--- config.mk ---
export PLATFORM = sky130hd
export DESIGN_NAME = piso_tx
export DESIGN_NICKNAME = d
export VERILOG_FILES = /design/src/rtl/piso_pkg.sv /design/src/rtl/piso_hold.sv /design/src/rtl/piso_tx.sv
export SDC_FILE = /design/constraint.sdc
export NUM_CORES = 1
export LEC_CHECK = 0
export ABC_AREA = 1
export BUFFER_PORTS_ARGS = -buffer_cell sky130_fd_sc_hd__buf_4
export CAP_MARGIN = 40
export CORE_AREA = 2 2 39 41
export CTS_BUF_LIST = sky130_fd_sc_hd__clkbuf_4 sky130_fd_sc_hd__clkbuf_8
export DETAILED_ROUTE_END_ITERATION = 16
export DIE_AREA = 0 0 41 43
export GPL_TIMING_DRIVEN = 0
export PLACE_DENSITY_LB_ADDON = 0.1
export SETUP_SLACK_MARGIN = 0.2
export SYNTH_ARGS = -nofsm -noshare
export SYNTH_HDL_FRONTEND = slang
export SYNTH_HIERARCHICAL = 1
export SYNTH_SLANG_ARGS = --single-unit
--- constraint.sdc ---
create_clock -name clk -period 1.3 [get_ports clk]
set_input_delay 0.26 -clock clk [delete_from_list [all_inputs] [get_ports clk]]
set_output_delay 0.26 -clock clk [all_outputs]
set_load 0.01 [all_outputs]
--- src/rtl/piso_pkg.sv ---
// piso_pkg: shared state encoding and default frame width for piso_tx and the downstream sipo.
package piso_pkg;
    localparam int DATA_W_DEF = 8;
    typedef enum logic [1:0] {
        IDLE  = 2'd0,
        SHIFT = 2'd1,
        LATCH = 2'd2
    } state_t;
endpackage

--- src/rtl/piso_hold.sv ---
// piso_hold: one-entry hold register with valid flag, used by piso_tx when PISO_TX_HOLD_EN is defined.
//   clk, rst  : clock, synchronous active-high reset (clears valid and data)
//   wr_en     : load wr_data and set valid
//   rd_en     : clear valid (data consumed)
//   valid     : entry occupied
//   data      : held byte
module piso_hold
    import piso_pkg::*;
#(
    parameter int DATA_W = DATA_W_DEF
) (
    input  logic              clk,
    input  logic              rst,
    input  logic              wr_en,
    input  logic [DATA_W-1:0] wr_data,
    input  logic              rd_en,
    output logic              valid,
    output logic [DATA_W-1:0] data
);
    logic              valid_q, valid_d;
    logic [DATA_W-1:0] data_q, data_d;

    // wr_en and rd_en are never asserted together: writes happen in SHIFT, reads in LATCH
    always_comb begin
        valid_d = rd_en ? 1'b0 : (wr_en ? 1'b1 : valid_q);
        data_d  = wr_en ? wr_data : data_q;
    end

    always_ff @(posedge clk) begin
        if (rst) begin
            valid_q <= 1'b0;
            data_q  <= '0;
        end else begin
            valid_q <= valid_d;
            data_q  <= data_d;
        end
    end

    assign valid = valid_q;
    assign data  = data_q;
endmodule

--- src/rtl/piso_tx.sv ---
// piso_tx: parallel-in/serial-out transmitter feeding a sipo deserializer, LSB first, with mod framing.
//   clk, rst  : clock shared with sipo, synchronous active-high reset
//   in_data   : byte to transmit
//   in_valid  : in_data valid
//   in_ready  : transfer when in_valid && in_ready at a rising edge
//   se_out    : serial data, LSB first
//   mod       : 0 = downstream shifts, 1 = downstream captures/holds
//   busy      : high in SHIFT or LATCH
// Optional macro PISO_TX_HOLD_EN adds a one-entry hold register for back-to-back frames.
module piso_tx
    import piso_pkg::*;
#(
    parameter int DATA_W = DATA_W_DEF
) (
    input  logic              clk,
    input  logic              rst,
    input  logic [DATA_W-1:0] in_data,
    input  logic              in_valid,
    output logic              in_ready,
    output logic              se_out,
    output logic              mod,
    output logic              busy
);
    localparam int CW = (DATA_W > 1) ? $clog2(DATA_W) : 1;

    state_t            state_q, state_d;
    logic [DATA_W-1:0] shreg_q, shreg_d;
    logic [CW-1:0]     cnt_q, cnt_d;
    logic              accept;
    logic              last;

`ifdef PISO_TX_HOLD_EN
    logic              hold_valid;
    logic [DATA_W-1:0] hold_data;
    logic              hold_wr;
    logic              hold_rd;

    assign in_ready = !hold_valid;
    assign hold_wr  = accept && (state_q == SHIFT);
    assign hold_rd  = (state_q == LATCH) && hold_valid;

    piso_hold #(.DATA_W(DATA_W)) u_hold (
        .clk     (clk),
        .rst     (rst),
        .wr_en   (hold_wr),
        .wr_data (in_data),
        .rd_en   (hold_rd),
        .valid   (hold_valid),
        .data    (hold_data)
    );
`else
    assign in_ready = (state_q == IDLE);
`endif

    assign accept = in_valid && in_ready;
    assign last   = (cnt_q == CW'(DATA_W - 1));

    always_comb begin
        state_d = state_q;
        shreg_d = shreg_q;
        cnt_d   = cnt_q;
        case (state_q)
            IDLE: begin
                if (accept) begin
                    shreg_d = in_data;
                    cnt_d   = '0;
                    state_d = SHIFT;
                end
            end
            SHIFT: begin
                shreg_d = shreg_q >> 1;
                cnt_d   = last ? '0 : cnt_q + 1'b1;
                state_d = last ? LATCH : SHIFT;
            end
            LATCH: begin
                state_d = IDLE;
`ifdef PISO_TX_HOLD_EN
                // a held byte wins; otherwise a byte accepted this cycle bypasses the hold
                if (hold_valid || accept) begin
                    shreg_d = hold_valid ? hold_data : in_data;
                    cnt_d   = '0;
                    state_d = SHIFT;
                end
`endif
            end
            default: state_d = IDLE;
        endcase
    end

    always_ff @(posedge clk) begin
        if (rst) begin
            state_q <= IDLE;
            shreg_q <= '0;
            cnt_q   <= '0;
        end else begin
            state_q <= state_d;
            shreg_q <= shreg_d;
            cnt_q   <= cnt_d;
        end
    end

    // outputs decode registered state only, so there is no input-to-output path
    assign mod    = (state_q != SHIFT);
    assign se_out = (state_q == SHIFT) && shreg_q[0];
    assign busy   = (state_q != IDLE);
endmodule

# After elaboration in Yosys (flattened, before gate mapping)
# Cells that the tools add are included.
# classes
add_sub_neg	1
mux	8
reduce_logical	6
eq_ne	4
# ops
op	n
$pmux 8 s2	1
$mux 8	1
$mux 3	2
$pmux 3 s2	1
$mux 2	2
$ne 2x1->1 const B	2
$pmux 2 s2	1
$reduce_bool 2->1	2
$add 3x1->3 const B	1
$eq 3x3->1 const B	1
$eq 2x1->1 const B	1
$logic_and 1x1->1	2
$logic_not 2->1	1
$reduce_and 2->1	1
# totals
register_bits	13
wordCells	22
output_inout_bits	4
input_bits	11

# Depth between registers and ports, before layout
# Gate-level depths: netlist of run 1.
# logic_depth
word_depth	4
mapped_depth	7
depth_no_buf	6

# Least setup slack after synthesis of run 1
# No wires, ideal clock.
# synth_timing
path_type	register to output
from	register state_q[1]
to	output busy
arrival_time_ps	753
path_stages_with_launch	3
slack_ps	287
n_path_buf	0
cell_sequence	dfxtp_1 -> nor2_2 -> inv_1
# synth_via
elab_chain_cells	1
# synth_lines
item	line_no	text
from (decl)	piso_tx.sv:26	state_t state_q, state_d;
from (signal assigned)	piso_tx.sv:96	state_q <= state_d;
$reduce_bool 2->1	piso_tx.sv:105	assign busy = (state_q != IDLE);
to (decl)	piso_tx.sv:22	output logic busy
# No other way between the ends.

# Final worst setup path of run 1
# layout_timing
from	register state_q[1]
to	output se_out
# layout_via
elab_chain_cells	2
# layout_lines
item	line_no	text
$eq 2x1->1	piso_tx.sv:104	assign se_out = (state_q == SHIFT) && shreg_q[0];
$logic_and 1x1->1	piso_tx.sv:104	
to (decl)	piso_tx.sv:20	output logic se_out,
# No other way between the ends.

==> summary.log, run 1 <==
INFO  status         outcome=completed
INFO  sta            final_max_slew_viol_count=0
INFO  sta            unrepaired_setup_endpoints_after_global_routing=true
INFO  die            area_of_the_placeable_core=0.00138mm²
INFO  route          detail_route.vias_per_cell=4.75
INFO  sta            clock_skew=0.00116ns
INFO  route          finalWirelength=1320µm
INFO  sta            worst_max_slew_margin_expressed_relative_to_the_limit=69.2%
INFO  global_route   global_route.peak_usage_layer=met2
INFO  layout         layout-drive-gt1-share=32.1%
INFO  sta            clock_period_minus_final_worst_setup_slack=1.20ns
INFO  critical_path  crit_path_start_kind=flip-flop
INFO  logic_synthesis syn-cell-area=608µm²
INFO  logic_synthesis postSynthNetCount=104
INFO  layout         antenna_cells=0
INFO  placed_design  post-place-ws=0.165ns
INFO  layout         fillCellCount=125
INFO  run            timing.max_cap.violations=0
INFO  cts            cts_hold_buf=0
INFO  global_route   grt_antenna_before_repair=0
INFO  global_route   grt_start_max_net_pins=11
INFO  die            floorplan.rows=14
INFO  sta            fmax=831MHz
INFO  hold_path      hold_path.startpoint=in_data[7]
INFO  logic_synthesis synthArstFlopShare=0%
INFO  hold_path      worstHoldPathCells=3
INFO  global_route   grt_util_met2=26.3%
INFO  critical_path  critPathArrivalTime=0.94ns
INFO  hold_path      hold_wc_path_type=in2reg
INFO  route          initial_drt_markers=9
INFO  logic_synthesis yosysSeqAreaShare=42.8%
INFO  global_route   grt_first_pass_wirelength=1950µm
INFO  logic_synthesis syn_inst=91
INFO  power          power.static_leakage=0.421nW
INFO  global_route   global_route.usage.met3=4.71%
INFO  hold_path      timing.hold.worst_endpoint=shreg_q[7]
INFO  placed_design  place_congestion=0.798
INFO  cts            cts-buffers-inserted=3
INFO  route          vias=608
INFO  sta            layout_setup_ws=0.0968ns
INFO  critical_path  critical_path.reg2reg.endpoint=shreg_q[4]
INFO  logic_synthesis postSynth.topFlopCell=dfxtp_1
INFO  cts            clock_insertion_delay_worst_skew=0.27ns
INFO  global_route   gr-usage-all-layers=17.0%
INFO  cts            tritoncts=done
INFO  sta            setup_tns=0ns
INFO  logic_synthesis synth-edff-count=0
INFO  global_route   first_global_vias=493
INFO  die            num_io_pins=15
INFO  cts            cts-root-to-sink-buffers=2
INFO  sta            setup_viol=0
INFO  cts            clock-sinks=13
INFO  critical_path  timing.rr.start=state_q[1]
INFO  critical_path  path_max_fanout=3
INFO  layout         post-route-util=61.8%
INFO  route          routed_wirelength_normalized_by_instance_count=10.3µm
INFO  power          post-layout-total-power=0.000856W
INFO  logic_synthesis yosysUniqueCellTypes=14
INFO  die            initial_core_util=43.9%
INFO  layout         syn2layout_area_growth=40.5%
INFO  critical_path  worst-r2r-setup-slack=0.21ns
INFO  critical_path  worstSetupPathType=reg2out
INFO  sta            period_share=92.6%
INFO  global_route   global_route.usage.met1=19.8%
INFO  route          firstDrtPassIters=4
INFO  route          antenna_violating_nets_post_route=0
INFO  placed_design  dp_hpwl=859µm
INFO  placed_design  place.port_buffers=12
INFO  die            floorplan.die.height=43µm
INFO  sta            worst_pin_slew=0.462ns
INFO  critical_path  reg2regPathDepth=7
INFO  logic_synthesis yosysWarningCount=6
INFO  critical_path  required_time_of_the_worst_setup_path=1.04ns
INFO  cts            cts-htree-levels=1
INFO  layout         final_nets=126
INFO  cts            clk_transition_reported_paths=0.08ns
INFO  die            die_width=41µm
INFO  power          power-per-cell-area=1000mW/mm²
INFO  logic_synthesis synth.ff_latch_count=13
INFO  die            floorplan.die_area=0.00176mm²
INFO  power          power.ir.vdd_worst=0.577mV
INFO  logic_synthesis avgSynthCellArea=6.68µm²
INFO  route          drc=0
INFO  critical_path  critical_path.endpoint_type=output port
INFO  cts            cts_root_buffer=clkbuf_4
INFO  sta            finalHoldViolCount=0
INFO  global_route   globalRoute.totalOverflow=0
[worst max-delay path, stage by stage, from the launching register on]
cell and delay [ns]:
dfxtp_4 0.37, inv_4 0.06, nand2_4 0.06, nor2_4 0.08
buf_6 0.10
[layer usage]
| metal | wire length, µm | up-vias |
|---|---|---|
| met5 | 0 | - |
| met1 | 598 | 267 |
| li1 | - | 325 |
| met3 | 71 | 2 |
| met4 | 18 | 0 |
| met2 | 628 | 14 |
[Yosys cell counts, types with 2 or more instances]
cell type	n	share of area, %
a21oi_1	3	2.5
dfxtp_1	13	43
ha_1	2	4.1
inv_1	11	6.8
nand2_1	23	14
nand3_1	14	12
nor2_1	17	10
nor2_2	2	2.1
[area by class of cell]
cell class / instances / area [µm²] / area share (%)
Buffer: 3 / 16.3 / 1.90
Multi-Input combinational cell: 64 / 334 / 39.1
Inverter: 11 / 43.8 / 5.12
Tap cell: 16 / 20.0 / 2.34
Sequential cell: 13 / 268 / 31.3
Timing Repair Buffer: 17 / 143 / 16.7
Clock buffer: 4 / 30.0 / 3.51
[flip-flops by register name (all words and copies together) (netlist names)]
register,cells
shreg_q,8
cnt_q,3
state_q,2
[stage by stage]
step	instance area [µm²]	hold WS, ns	cells
global route	855	0.260	128
global placement	718	0.455	119
finish	855	0.261	128
detailed placement	718	0.461	119
CTS	818	0.262	128
floorplan	608	0.426	91
[worst max-delay path by stage]
stage | start | to
2_1_floorplan | state_q[1] | busy
3_3_place_gp | state_q[1] | busy
3_5_place_dp | state_q[1] | busy
4_1_cts | state_q[0] | busy
5_1_grt | state_q[1] | se_out
6_report | state_q[1] | se_out
[kinds of logic after synthesis]
family / share of synthesized area, %
buffers and inverters: 9.46
adder cells (fa/ha/maj): 4.11
flip-flops: 42.8
AND/OR/NAND/NOR: 38.3
AO/OA/AOI/OAI: 5.35
[power by group]
group / switching [W] / total (W) / internal (W)
clock: 0.000129 / 0.000269 / 0.000140
sequential: 0.0000137 / 0.000430 / 0.000416
combinational: 0.0000803 / 0.000156 / 0.0000761
total: 0.000223 / 0.000856 / 0.000632
[repair_timing]
action                     4_1_cts  5_1_grt
setup buffers                    5        0
pin swaps                        1        3
resized for setup               12       10
setup endpoints to repair        7       16
[cells in the final DEF, fill, tap and decap left out]
cell type	n
a211oi_1	1
a21oi_1	3
buf_2	1
buf_4	14
buf_6	4
clkbuf_1	1
clkbuf_4	4
dfxtp_1	11
dfxtp_4	2
ha_1	2
inv_1	9
inv_2	1
inv_4	1
nand2_1	20
nand2_2	1
nand2_4	2
nand3_1	12
nand3_2	2
nor2_1	16
nor2_2	1
nor2_4	2
o21ai_0	1
o21ai_2	1
Note: power is estimated with default switching activity, not from simulation.
==> run 2, diff against run 1 <==
--- a/config.mk
+++ b/config.mk
@@ -12,7 +12,6 @@
 export CTS_BUF_LIST = sky130_fd_sc_hd__clkbuf_4 sky130_fd_sc_hd__clkbuf_8
 export DETAILED_ROUTE_END_ITERATION = 16
 export DIE_AREA = 0 0 41 43
-export GPL_TIMING_DRIVEN = 0
 export PLACE_DENSITY_LB_ADDON = 0.1
 export SETUP_SLACK_MARGIN = 0.2
 export SYNTH_ARGS = -nofsm -noshare
==> run 2 against run 1 <==
  * Wire length increased by 1.7%
  * Core utilization increased by 0.81 points
  * Combinational power increased by 4%
  * Largest power group unchanged
  * Highest routed layer unchanged
==> summary.log, run 2 (synthesized netlist as in run 1, its figures left out) <==
INFO  critical_path  critical_path.endpoint_type=output port
INFO  power          switching_fraction=25.9%
INFO  die            initial_core_util=43.9%
INFO  critical_path  critPathArrivalTime=0.95ns
INFO  cts            clock-sinks=13
INFO  hold_path      hold_wc_path_type=in2reg
INFO  critical_path  critPathLaunch=state_q[1]
INFO  critical_path  reg2regPathDepth=3
INFO  layout         post-route-util=62.6%
INFO  sta            setup_viol=0
INFO  critical_path  crit_slowest_cell=dfxtp_4
INFO  layout         largest_register=shreg_q
INFO  power          power.ir.vdd_worst=0.637mV
INFO  layout         mostFrequentLayoutCell=nand2_1
INFO  critical_path  crit_path_start_kind=flip-flop
INFO  status         outcome=completed
INFO  critical_path  critical_path.reg2reg.endpoint=state_q[0]
INFO  placed_design  dp_hpwl=939µm
INFO  die            area_of_the_placeable_core=0.00138mm²
INFO  route          vias=592
INFO  die            floorplan.die.height=43µm
INFO  route          firstDrtPassIters=4
INFO  die            floorplan.die_area=0.00176mm²
INFO  cts            tritoncts=done
INFO  global_route   global_route.usage.met1=21.5%
INFO  route          drc=0
INFO  global_route   grt_start_max_net_pins=11
INFO  sta            clock_period_minus_final_worst_setup_slack=1.21ns
INFO  global_route   global_route.peak_usage_layer=met2
INFO  sta            worst_max_slew_margin_expressed_relative_to_the_limit=83.9%
INFO  sta            finalHoldViolCount=0
INFO  global_route   first_global_vias=490
INFO  power          power.static_leakage=0.425nW
INFO  layout         syn2layout_area_growth=42.4%
INFO  sta            fmax=827MHz
INFO  die            num_io_pins=15
INFO  route          routed_wirelength_normalized_by_instance_count=10.4µm
INFO  global_route   grt_antenna_before_repair=0
INFO  sta            worst_pin_slew=0.241ns
INFO  global_route   global_route.usage.met3=4.71%
INFO  critical_path  critical_path_stages=3
INFO  route          antenna_violating_nets_post_route=0
INFO  layout         most_frequent_cells_in_the_layout=nand2_1 (20), buf_4 (17), nor2_1 (15)
INFO  cts            clk_transition_reported_paths=0.08ns
INFO  power          intPower=0.000637W
INFO  critical_path  path_max_fanout=4
INFO  sta            period_share=93.0%
INFO  critical_path  timing.rr.start=cnt_q[0]
INFO  layout         layout-drive-gt1-share=32.7%
INFO  critical_path  worst-r2r-setup-slack=0.28ns
INFO  placed_design  place.port_buffers=14
INFO  cts            cts-htree-levels=1
INFO  power          comb_power_share=18.8%
INFO  layout         fillCellCount=131
INFO  placed_design  place_congestion=0.783
INFO  global_route   gr-usage-all-layers=16.7%
INFO  critical_path  required_time_of_the_worst_setup_path=1.04ns
INFO  route          finalWirelength=1340µm
INFO  layout         final_nets=127
INFO  critical_path  timing.critical_path.to=busy
INFO  critical_path  timing.critical_path.buf_inv=2
INFO  die            floorplan.rows=14
INFO  route          detail_route.vias_per_cell=4.59
INFO  power          seq_power_share=50.1%
INFO  cts            cts_root_buffer=clkbuf_4
INFO  power          power-per-cell-area=993mW/mm²
INFO  critical_path  critPathTopFamily=flip-flops
INFO  cts            cts-root-to-sink-buffers=2
INFO  global_route   grt_util_met2=23.8%
INFO  sta            unrepaired_setup_endpoints_after_global_routing=true
INFO  cts            clock_insertion_delay_worst_skew=0.27ns
INFO  sta            clock_skew=0.00182ns
INFO  critical_path  timing.critical_path.slowest_cell_delay=0.37ns
INFO  power          share_of_total_power_in_the_clock_network=31.1%
INFO  sta            setup_tns=0ns
INFO  die            die_width=41µm
INFO  layout         largest_register_ffs=8
INFO  cts            cts-buffers-inserted=3
INFO  route          initial_drt_markers=9
INFO  global_route   globalRoute.totalOverflow=0
INFO  run            timing.max_cap.violations=0
INFO  global_route   grt_first_pass_wirelength=1950µm
INFO  critical_path  worstSetupPathType=reg2out
INFO  layout         reg.largest.list=shreg_q: 8 flops, cnt_q: 3 flops, state_q: 2 flops
INFO  power          power_switching=0.000223W
INFO  sta            final_max_slew_viol_count=0
INFO  critical_path  cp_cell_sequence=nor2_4 -> inv_2 -> buf_6
INFO  layout         antenna_cells=0
==> run 2: how the worst min path moves through the flow <==
stage	start	to	slack (ns)	depth (start not counted)
5_1_grt	rst	state_q[1]	0.23	2
4_1_cts	rst	state_q[1]	0.22	2
3_3_place_gp	shreg_q[7]	shreg_q[7]	0.45	2
2_1_floorplan	in_data[7]	shreg_q[7]	0.43	2
3_5_place_dp	shreg_q[7]	shreg_q[7]	0.46	2
6_report	rst	state_q[1]	0.23	2
==> run 2: timing repair <==
action | 4_1_cts | 5_1_grt
setup endpoints to repair | 8 | 12
buffers inserted | 5 | 0
gates resized for setup | 12 | 10
pin swaps | 1 | 1
hold buffers | 0 | 0
==> run 2: cell type report <==
| class | instances | area, µm² | share of cell area (%) |
|---|---|---|---|
| Multi-Input combinational cell | 64 | 332 | 38.3 |
| Sequential cell | 13 | 268 | 30.9 |
| Timing Repair Buffer | 21 | 173 | 19.9 |
| Inverter | 11 | 43.8 | 5.06 |
| Clock buffer | 4 | 30.0 | 3.47 |
| Tap cell | 16 | 20.0 | 2.31 |
==> run 2: power by group through the flow <==
stage          sequential [W]  clock (W)  combinational, W
6_report             0.000430   0.000267          0.000162
5_1_grt              0.000432   0.000293          0.000180
4_1_cts              0.000430   0.000279          0.000151
3_5_place_dp         0.000441          0          0.000131
3_3_place_gp         0.000440          0          0.000131
2_1_floorplan        0.000438          0         0.0000791
==> run 2: layer usage <==
| metal | vias up | part of all wire (%) |
|---|---|---|
| met5 | - | 0 |
| met1 | 248 | 46 |
| met2 | 14 | 47 |
| met4 | 0 | 0.90 |
| li1 | 328 | - |
| met3 | 2 | 5.5 |
==> run 2: per-stage QoR <==
stage	cell area, µm²	std cells	worst slack (ns)	power (W)	hold WS, ns
6_report	866	129	0.0904	0.000859	0.230
5_1_grt	866	129	0.0498	0.000905	0.228
4_1_cts	832	129	0.0646	0.000860	0.218
3_5_place_dp	732	120	0.200	0.000571	0.460
3_3_place_gp	732	120	0.215	0.000570	0.451
2_1_floorplan	608	91	0.287	0.000517	0.426
